[src/rtl/mdio_master_ctrl.sv]
// MDIO (clause 22) management master: serialises one read or write frame
// per accepted request onto mdc/mdo/mdoEn and returns read data and a
// turnaround error flag.
//
// state | meaning
// IDLE  | waiting for a request, req_ready=1
// PRE   | driving the all-ones preamble
// HDR   | driving ST, OP, PHY address and register address
// TA    | turnaround: 1,0 for writes, released for reads
// DATA  | 16 data bits, driven for writes, sampled for reads
// DONE  | one-cycle completion, rsp_valid=1
module mdio_master_ctrl #(
  parameter int CLK_DIV      = 10,
  parameter int PREAMBLE_LEN = 32
) (
  input  logic        clock,
  input  logic        reset,
  input  logic        req_valid,
  output logic        req_ready,
  input  logic        req_write,
  input  logic [4:0]  req_phy,
  input  logic [4:0]  req_reg,
  input  logic [15:0] req_wdata,
  output logic        rsp_valid,
  output logic [15:0] rsp_rdata,
  output logic        rsp_err,
  output logic        mdc,
  output logic        mdo,
  output logic        mdoEn,
  input  logic        mdi
);

  typedef enum logic [2:0] {IDLE, PRE, HDR, TA, DATA, DONE} state_t;

  // Down-counters: div_q counts the cycles of one mdc half-period,
  // bit_q counts the bits remaining in the current field.
  localparam logic [7:0] DIV_LAST = 8'(CLK_DIV - 1);
  localparam logic [5:0] PRE_LAST = (PREAMBLE_LEN > 0) ? 6'(PREAMBLE_LEN - 1) : 6'd0;
  localparam logic [5:0] HDR_LAST = 6'd13;
  localparam logic [5:0] TA_LAST  = 6'd1;
  localparam logic [5:0] DAT_LAST = 6'd15;

  state_t      state_q, state_d;
  logic [5:0]  bit_q, bit_d;
  logic [7:0]  div_q, div_d;
  logic        mdc_q, mdc_d;
  logic        mdo_q, mdo_d;
  logic        mdo_en_q, mdo_en_d;
  logic        req_ready_q, req_ready_d;
  logic        rsp_valid_q, rsp_valid_d;
  logic [15:0] rsp_rdata_q, rsp_rdata_d;
  logic        rsp_err_q, rsp_err_d;
  logic        wr_q, wr_d;
  logic [4:0]  phy_q, phy_d;
  logic [4:0]  regad_q, regad_d;
  // Holds write data for writes; reused as the receive shift register for reads.
  logic [15:0] data_q, data_d;
  logic        ta_err_q, ta_err_d;
  logic [1:0]  sync_q, sync_d;

  logic        accept;
  logic        bit_end;
  logic        start_bit;
  logic        mdi_s;
  logic [13:0] hdr;

  // Next-state, bit sequencing and registered output values.
  always_comb begin
    state_d     = state_q;
    bit_d       = bit_q;
    div_d       = div_q;
    mdc_d       = mdc_q;
    mdo_d       = mdo_q;
    mdo_en_d    = mdo_en_q;
    rsp_valid_d = 1'b0;
    rsp_rdata_d = rsp_rdata_q;
    rsp_err_d   = rsp_err_q;
    wr_d        = wr_q;
    phy_d       = phy_q;
    regad_d     = regad_q;
    data_d      = data_q;
    ta_err_d    = ta_err_q;
    sync_d      = {sync_q[0], mdi};
    mdi_s       = sync_q[1];
    accept      = 1'b0;
    bit_end     = 1'b0;

    case (state_q)
      IDLE: begin
        if (req_valid && req_ready_q) begin
          accept  = 1'b1;
          wr_d    = req_write;
          phy_d   = req_phy;
          regad_d = req_reg;
          data_d  = req_wdata;
          mdc_d   = 1'b0;
          div_d   = DIV_LAST;
          if (PREAMBLE_LEN > 0) begin
            state_d = PRE;
            bit_d   = PRE_LAST;
          end else begin
            state_d = HDR;
            bit_d   = HDR_LAST;
          end
        end
      end
      PRE, HDR, TA, DATA: begin
        if (div_q != 8'd0) begin
          div_d = div_q - 8'd1;
        end else begin
          div_d   = DIV_LAST;
          mdc_d   = ~mdc_q;
          bit_end = mdc_q;
        end
        // Bit end is the last cycle of the mdc high phase: sample and advance.
        if (bit_end) begin
          if (!wr_q && state_q == TA && bit_q == 6'd0) ta_err_d = mdi_s;
          if (!wr_q && state_q == DATA) data_d = {data_q[14:0], mdi_s};
          if (bit_q != 6'd0) begin
            bit_d = bit_q - 6'd1;
          end else begin
            case (state_q)
              PRE: begin
                state_d = HDR;
                bit_d   = HDR_LAST;
              end
              HDR: begin
                state_d = TA;
                bit_d   = TA_LAST;
              end
              TA: begin
                state_d = DATA;
                bit_d   = DAT_LAST;
              end
              default: begin
                state_d     = DONE;
                bit_d       = 6'd0;
                div_d       = 8'd0;
                rsp_valid_d = 1'b1;
                if (wr_q) begin
                  rsp_err_d = 1'b0;
                end else begin
                  rsp_err_d   = ta_err_q;
                  rsp_rdata_d = data_d;
                end
              end
            endcase
          end
        end
      end
      DONE: state_d = IDLE;
      default: state_d = IDLE;
    endcase

    // mdo/mdoEn change only when a new bit period begins.
    start_bit = accept || (bit_end && state_d != DONE);
    hdr       = {2'b01, (wr_d ? 2'b01 : 2'b10), phy_d, regad_d};
    if (start_bit) begin
      case (state_d)
        HDR: begin
          mdo_en_d = 1'b1;
          mdo_d    = hdr[bit_d[3:0]];
        end
        TA: begin
          mdo_en_d = wr_d;
          mdo_d    = wr_d ? bit_d[0] : 1'b1;
        end
        DATA: begin
          mdo_en_d = wr_d;
          mdo_d    = wr_d ? data_d[bit_d[3:0]] : 1'b1;
        end
        default: begin
          mdo_en_d = 1'b1;
          mdo_d    = 1'b1;
        end
      endcase
    end else if (state_d == IDLE || state_d == DONE) begin
      mdo_en_d = 1'b0;
      mdo_d    = 1'b1;
    end

    req_ready_d = (state_d == IDLE);
  end

  // State and output registers with synchronous reset.
  always_ff @(posedge clock) begin
    if (reset) begin
      state_q     <= IDLE;
      bit_q       <= 6'd0;
      div_q       <= 8'd0;
      mdc_q       <= 1'b0;
      mdo_q       <= 1'b1;
      mdo_en_q    <= 1'b0;
      req_ready_q <= 1'b1;
      rsp_valid_q <= 1'b0;
      rsp_rdata_q <= 16'd0;
      rsp_err_q   <= 1'b0;
      wr_q        <= 1'b0;
      phy_q       <= 5'd0;
      regad_q     <= 5'd0;
      data_q      <= 16'd0;
      ta_err_q    <= 1'b0;
      sync_q      <= 2'b11;
    end else begin
      state_q     <= state_d;
      bit_q       <= bit_d;
      div_q       <= div_d;
      mdc_q       <= mdc_d;
      mdo_q       <= mdo_d;
      mdo_en_q    <= mdo_en_d;
      req_ready_q <= req_ready_d;
      rsp_valid_q <= rsp_valid_d;
      rsp_rdata_q <= rsp_rdata_d;
      rsp_err_q   <= rsp_err_d;
      wr_q        <= wr_d;
      phy_q       <= phy_d;
      regad_q     <= regad_d;
      data_q      <= data_d;
      ta_err_q    <= ta_err_d;
      sync_q      <= sync_d;
    end
  end

  assign req_ready = req_ready_q;
  assign rsp_valid = rsp_valid_q;
  assign rsp_rdata = rsp_rdata_q;
  assign rsp_err   = rsp_err_q;
  assign mdc       = mdc_q;
  assign mdo       = mdo_q;
  assign mdoEn     = mdo_en_q;

endmodule

[config.mk]
export PLATFORM = sky130hd
export DESIGN_NAME = mdio_master_ctrl
export DESIGN_NICKNAME = d
export VERILOG_FILES = /design/src/rtl/mdio_master_ctrl.sv
export SDC_FILE = /design/constraint.sdc
export NUM_CORES = 1
export LEC_CHECK = 0
export CAP_MARGIN = 20
export CORE_MARGIN = 2
export CORE_UTILIZATION = 49
export CTS_CLUSTER_DIAMETER = 120
export DETAILED_ROUTE_END_ITERATION = 12
export PLACE_DENSITY = 0.74
export SYNTH_ARGS = -nofsm -noshare
export SYNTH_HDL_FRONTEND = slang
export SYNTH_SLANG_ARGS = --single-unit
export TNS_END_PERCENT = 50
[constraint.sdc]
create_clock -name clock -period 3.3 [get_ports clock]
set_input_delay 0.66 -clock clock [delete_from_list [all_inputs] [get_ports clock]]
set_output_delay 0.66 -clock clock [all_outputs]
set_load 0.005 [all_outputs]
==> impl_results.md, run 1 <==
- WP data required: about 3.6 ns
- Fin. Hold Viols: 0
- Xor/xnor share of the synthesized area: under 10%
- Post-synth EDFFs: 0
- Final worst path period need: approximately 3.2 ns
- Placeable Area: about 6800 µm²
- Vias per inst: roughly 5.5
- Post-Syn Area per Cell: 8.11 µm²
- ANT cells: 0
- Most frequent cells in the layout: nand2_1, dfxtp_1, a21oi_1, nor2_1, clkdlybuf4s50_1
- Met2 usage: approximately 37%
- FF-to-FF path depth: 12
- Final max-slew violation count: 0
- Final setup TNS: 0 ns
- Max VDD drop: between 0.3 and 0.4 mV
- Sequential area share after synthesis: 40.4%
- Clk root buf: clkbuf_8
- Critical path endpoint category: flop
- DR WL/cell: about 15 µm
- Worst path max stage delay: approximately 0.5 ns
- Leakage power: between 1.5 and 2 nW
- Die height: just under 90 µm
- Cell area after layout: around 4300 µm²
- Gpl congestion: about 0.87
- Synth Area in Adders: around 1.5%
- WP depth: 12
- Vias post-DR: around 3200
- Synth unique cells: between 60 and 70
- GR Util All Layers: between 20% and 30%
- GR Util met1: between 30% and 40%
- Number of I/O port buffers: 52
- Remaining DRCs: 0
- Worst setup path category: reg2reg
- Compound-Gate Fraction of Synth Area: about 20%
- R2R setup slack: ~0.15 ns
- Crit path cell chain: inv_1 > ha_1 > or4b_4 > or4_1 > o21ai_2 > o22a_1 > inv_2 > ha_1 > or3_1 > o311ai_0 > o311ai_2 > o311ai_1
- Top cells by area, synth: dfxtp_1, a21oi_1, nand2_1
- CP Buf/Inv Count: 2
- Worst r2r src: bit_q[1]
- Syn nets: 457
- Sink Count: 69
- H-Tree Depth: 3
- Worst Path Arrival: between 3 and 4 ns
- Simple-gate share of the synthesized area: 26.7%
- Yosys reg bits: 69
- Crit start category: flop
- Critical path fanouts, max: 6
- Largest delay contributor family on the critical path: simple AND/OR/NAND/NOR gates
- Hold Crit Class: reg2reg
- FP Rows: 30
- I/O pin total: 53
- Max Freq: 317 MHz
- Crit path launch: bit_q[1]
- Final setup fails: 0
- Final Skew: just under 0.007 ns
- First-pass GRT wire length: around 14 mm
- Largest family of logic cells by synthesized area: simple AND/OR/NAND/NOR gates
- CTS Buf Count: 9
- Hold-critical path depth: 1
- Ys flop type: dfxtp_1
- Synth Warn #: 0
- Clock Path Buffers: 2
- Status: complete, no violations
- PD cells: around 480 nW/µm²
- Final Util: 63.8%
- Max cap viols: 0
- Async S/R FF share, synth: 0%
- Cts hold-fix bufs: 0
- Post-DP Area: between 4000 and 5000 µm²
- Synth top area share: 40.4%
- Critical Path Sink: mdo
- Vias in the first global route: 2982
- Die area: 7670 µm²
- Largest net degree at the start of global routing: 36
- Area growth syn-to-layout: 26.7%
- Mux cell area share after synthesis: 5.81%
- DRT antenna net count: 0
- Most frequent CP cell: ha_1
- Met3 GRT Util: under 10%
- Synth area leader: dfxtp_1
- Final period util: 95.6%
- Starting Density: 50.4%
- Final WL: ~8.7 mm
- GR Overflow Total: 0
- Mapped Cells: around 420
- Rel. slew slack: between 50% and 60%
- Nets: 520
- Mapped cell area: roughly 3400 µm²
- CTS tree: built
- Die W: a little under 90 µm
- GRT busiest layer: met2
- Clk Latency, worst-skew pair: ~0.35 ns
- CTS clk-pin slew, worst paths: 0.08 ns
- Reg-to-Reg End: mdo
- Worst Tran Pin Value: approximately 0.69 ns
- Most common cell after layout, fill and taps aside: nand2_1
- Share of layout cells above drive strength 1: 12.5%
- Starting DRC count in detailed routing: 210
- Router iterations before antenna repair: 4
- Slowest stage cell on the critical path: or4_1
- Initial antenna violation count: 0
- DP HPWL: about 6.3 mm
-- through the flow --
step                      setup WS, ns  instances  hold slack (ns)  power (mW)
after floorplan                  0.137        422            0.389        1.26
after global placement           0.245        568            0.393        1.41
after detailed placement         0.154        568            0.404        1.42
after CTS                        0.112        583            0.422        2.08
after global routing          -0.00348        585            0.433        2.19
final                            0.146        585            0.417        2.09
-- sequential cells by signal, indices dropped and copies added, names as in the netlist, 2 cells and up --
| name | count |
|---|---|
| div_q | 8 |
| bit_q | 6 |
| regad_q | 5 |
| data_q | 16 |
| phy_q | 5 |
| state_q | 3 |
| sync_q | 2 |
| rsp_rdata | 16 |
-- worst register-to-register path, stage by stage (launching register included) --
cell,delay (ns)
dfxtp_1,0.32
inv_1,0.09
ha_1,0.14
or4b_4,0.49
or4_1,0.50
o21ai_2,0.13
o22a_1,0.24
inv_2,0.08
ha_1,0.30
or3_1,0.36
o311ai_0,0.13
o311ai_2,0.18
o311ai_1,0.10
-- routing by layer --
| metal | vias up | wire length, µm |
|---|---|---|
| met4 | 0 | 135 |
| met2 | 90 | 4020 |
| met3 | 14 | 460 |
| met5 | - | 0 |
| met1 | 1510 | 4050 |
| li1 | 1613 | - |
-- power by group --
part,switching [mW],internal (mW)
Combinational,0.255,0.225
Clock,0.332,0.344
Sequential,0.0509,0.882
Total,0.638,1.45
-- worst min path at each step --
stage               from   endpoint  slack (ns)
6_report       sync_q[0]  sync_q[1]        0.42
5_1_grt        sync_q[0]  sync_q[1]        0.43
4_1_cts        sync_q[0]  sync_q[1]        0.42
3_5_place_dp   sync_q[0]  sync_q[1]        0.40
3_3_place_gp   sync_q[0]  sync_q[1]        0.39
2_1_floorplan  sync_q[0]  sync_q[1]        0.39
-- synth_stat cells, types with 6 or more instances --
cell type  number
nor2_1         52
or3_1           6
dfxtp_1        69
o21ai_0         8
nand2_1        70
inv_1          10
mux2i_1        12
nor3_1         10
clkbuf_1       19
a22o_1         14
a21oi_1        53
nand2b_1        7
nand3_1        11
-- cells by family (layout without fill, tap and decap cells) --
| kind of cell | after synthesis | count (layout) |
|---|---|---|
| buf+inv | 34 | 101 |
| simple gates | 187 | 187 |
| compound gates | 105 | 105 |
| xor+xnor | 7 | 7 |
| fa+ha+maj | 4 | 4 |
| mux | 16 | 16 |
| flops | 69 | 69 |
-- what timing repair did --
| item | 4_1_cts | 5_1_grt |
|---|---|---|
| gates resized for setup | 0 | 1 |
| endpoints found under the setup margin | 0 | 1 |
| buffers inserted | 0 | 2 |
-- area by class of cell --
type / instances / area (µm²)
Fill cell: 596 / 2460
Multi-Input combinational cell: 319 / 1920
Sequential cell: 69 / 1380
Timing Repair Buffer: 75 / 688
Clock buffer: 9 / 124
Tap cell: 96 / 120
Clock inverter: 6 / 63.8
Inverter: 11 / 41.3
(Power assumes the default switching activity.)
==> run 2, diff against run 1 <==
--- a/config.mk
+++ b/config.mk
@@ -8,7 +8,7 @@
 export CAP_MARGIN = 20
 export CORE_MARGIN = 2
 export CORE_UTILIZATION = 49
-export CTS_CLUSTER_DIAMETER = 120
+export CTS_CLUSTER_DIAMETER = 60
 export DETAILED_ROUTE_END_ITERATION = 12
 export PLACE_DENSITY = 0.74
 export SYNTH_ARGS = -nofsm -noshare
==> results of run 2 <==
No change in the layout: final DEF, timing and power equal those of run 1.
==> run 3, diff against run 2 <==
--- a/config.mk
+++ b/config.mk
@@ -6,7 +6,7 @@
 export NUM_CORES = 1
 export LEC_CHECK = 0
 export CAP_MARGIN = 20
-export CORE_MARGIN = 2
+export CORE_MARGIN = 1.5
 export CORE_UTILIZATION = 49
 export CTS_CLUSTER_DIAMETER = 60
 export DETAILED_ROUTE_END_ITERATION = 12
==> run 3 against run 2 <==
Clock-buffer cell count increased by 1. Non-clock buffer count decreased by 5. Critical path type unchanged. Critical path depth unchanged. Sequential share of layout area increased by 0.10 points. Highest routed layer unchanged. Critical endpoint unchanged. Utilization increased by 0.15 points. Flip-flop and latch count unchanged. Power increased by 3.1%. Via count decreased by 1.2%.
==> impl_results.md, run 3 (same netlist as run 1, synthesis figures left out) <==
- Vias per inst: between 5 and 6
- Critical path endpoint category: flop
- PD cells: around 500 nW/µm²
- Largest net degree at the start of global routing: 35
- Placeable Area: just under 7000 µm²
- Most common cell after layout, fill and taps aside: nand2_1
- Power Total: ~2.2 mW
- Initial antenna violation count: 0
- WP depth: 12
- Die height: approximately 87 µm
- Final period util: 95.0%
- Vias in the first global route: about 3100
- Gpl congestion: between 0.9 and 1
- Worst setup path category: reg2reg
- I/O pin total: 53
- Router iterations before antenna repair: 5
- Final max-slew violation count: 0
- ANT cells: 0
- R2R setup slack: 0.16 ns
- Share of layout cells above drive strength 1: a little under an eighth
- Slowest stage cell on the critical path: or4_1
- Nets: ~520
- Largest delay contributor family on the critical path: simple AND/OR/NAND/NOR gates
- Max VDD drop: slightly above 0.3 mV
- Sw frac: between 20% and 30%
- Fin. Hold Viols: 0
- Net switching power: 0.621 mW
- Starting DRC count in detailed routing: 160
- Post-DP Area: between 4000 and 5000 µm²
- Pint: roughly 1.5 mW
- Status: complete, no violations
- Crit path cell chain: inv_1 > ha_1 > or4b_4 > or4_1 > o21ai_4 > o22a_1 > inv_2 > ha_1 > or3_1 > o311ai_0 > o311ai_2 > o311ai_1
- Fillcell total: 583
- Most frequent cells in the layout: nand2_1, dfxtp_1, a21oi_1, nor2_1, clkdlybuf4s50_1
- Clk pwr share: approximately 35%
- CTS tree: built
- Worst path max stage delay: 0.55 ns
- Sequential share of power: between 40% and 50%
- Worst Path Arrival: between 3 and 4 ns
- Final setup fails: 0
- FP Rows: 30
- DR WL/cell: ~15 µm
- Crit start category: flop
- Most frequent CP cell: ha_1
- First-pass GRT wire length: 14.4 mm
- Area growth syn-to-layout: 26.3%
- Hold-critical path depth: 1
- GR Util All Layers: around a quarter
- Sink Count: 69
- Final worst path period need: approximately 3.1 ns
- Worst Tran Pin Value: approximately 0.67 ns
- Rel. slew slack: 55.4%
- Final setup TNS: 0 ns
- DRT antenna net count: 0
- Cell area after layout: between 4000 and 5000 µm²
- CP Buf/Inv Count: 2
- DP HPWL: between 6 and 7 mm
- Remaining DRCs: 0
- Leakage power: between 1.5 and 2 nW
- Max cap viols: 0
- Final WL: 8.50 mm
- Starting Density: between 50% and 60%
- Die W: roughly 87 µm
- Vias post-DR: ~3200
- CTS Buf Count: 9
- Combinational power share: approximately 22%
- Worst hold slack: 0.421 ns
- Critical path fanouts, max: 6
- Clk root buf: clkbuf_8
- H-Tree Depth: 3
- Max Freq: around 320 MHz
- Clock Path Buffers: 2
- FF-to-FF path depth: 12
- CTS clk-pin slew, worst paths: approximately 0.070 ns
- GR Overflow Total: 0
- Final Skew: ~0.015 ns
- WP data required: between 3 and 4 ns
- Die area: approximately 7500 µm²
- Number of I/O port buffers: between 50 and 60
- Hold Crit Class: reg2reg
- Clk Latency, worst-skew pair: ~0.35 ns
- Final Util: 64.0%
run 3: worst reg2reg max path: stages (launching register included):
cell and delay [ns]:
dfxtp_1 0.32, inv_1 0.09, ha_1 0.15, or4b_4 0.49
or4_1 0.55, o21ai_4 0.12, o22a_1 0.21, inv_2 0.08
ha_1 0.29, or3_1 0.37, o311ai_0 0.13, o311ai_2 0.17
o311ai_1 0.09
run 3: cell type report:
cell class	count	area, µm²	share of cell area (%)
multi-input combinational	319	1920	44.5
timing repair buffer	70	663	15.3
clock buffer	10	128	2.95
sequential	69	1380	32.0
tap	80	100	2.32
inverter	11	41.3	0.955
clock inverter	6	87.6	2.03
run 3: timing repair:
item                                    4_1_cts  5_1_grt
endpoints found under the setup margin        0        1
hold buffers                                  0        0
gates resized for setup                       0        2
setup buffers                                 0        3
run 3: path summary, 6_finish.rpt:
check                                 end  startpoint
worst min register to register  sync_q[1]   sync_q[0]
worst max-delay path                  mdo    bit_q[0]
worst min-delay path            sync_q[1]   sync_q[0]
worst max register to register        mdo    bit_q[0]
run 3: power groups by stage:
stage / combinational [mW] / clock [mW] / sequential (mW)
6_report: 0.476 / 0.744 / 0.934
5_1_grt: 0.529 / 0.791 / 0.941
4_1_cts: 0.461 / 0.762 / 0.933
3_5_place_dp: 0.458 / 0 / 0.952
3_3_place_gp: 0.452 / 0 / 0.949
2_1_floorplan: 0.326 / 0 / 0.935
run 3: metal layers:
layer	up-vias	track usage [%]	share of wire (%)	wire length, µm
met5	-	0	0	0
met4	0	11.6	1.5	130
met3	12	4.76	5.9	504
met2	78	37.9	48	4080
met1	1496	32.5	44	3780
li1	1602	-	-	-
run 3: metrics by stage:
stage               worst slack, ns  instances
global placement              0.228        546
CTS                           0.114        562
global route                -0.0151        565
finish                        0.164        565
floorplan                     0.137        422
detailed placement            0.118        546
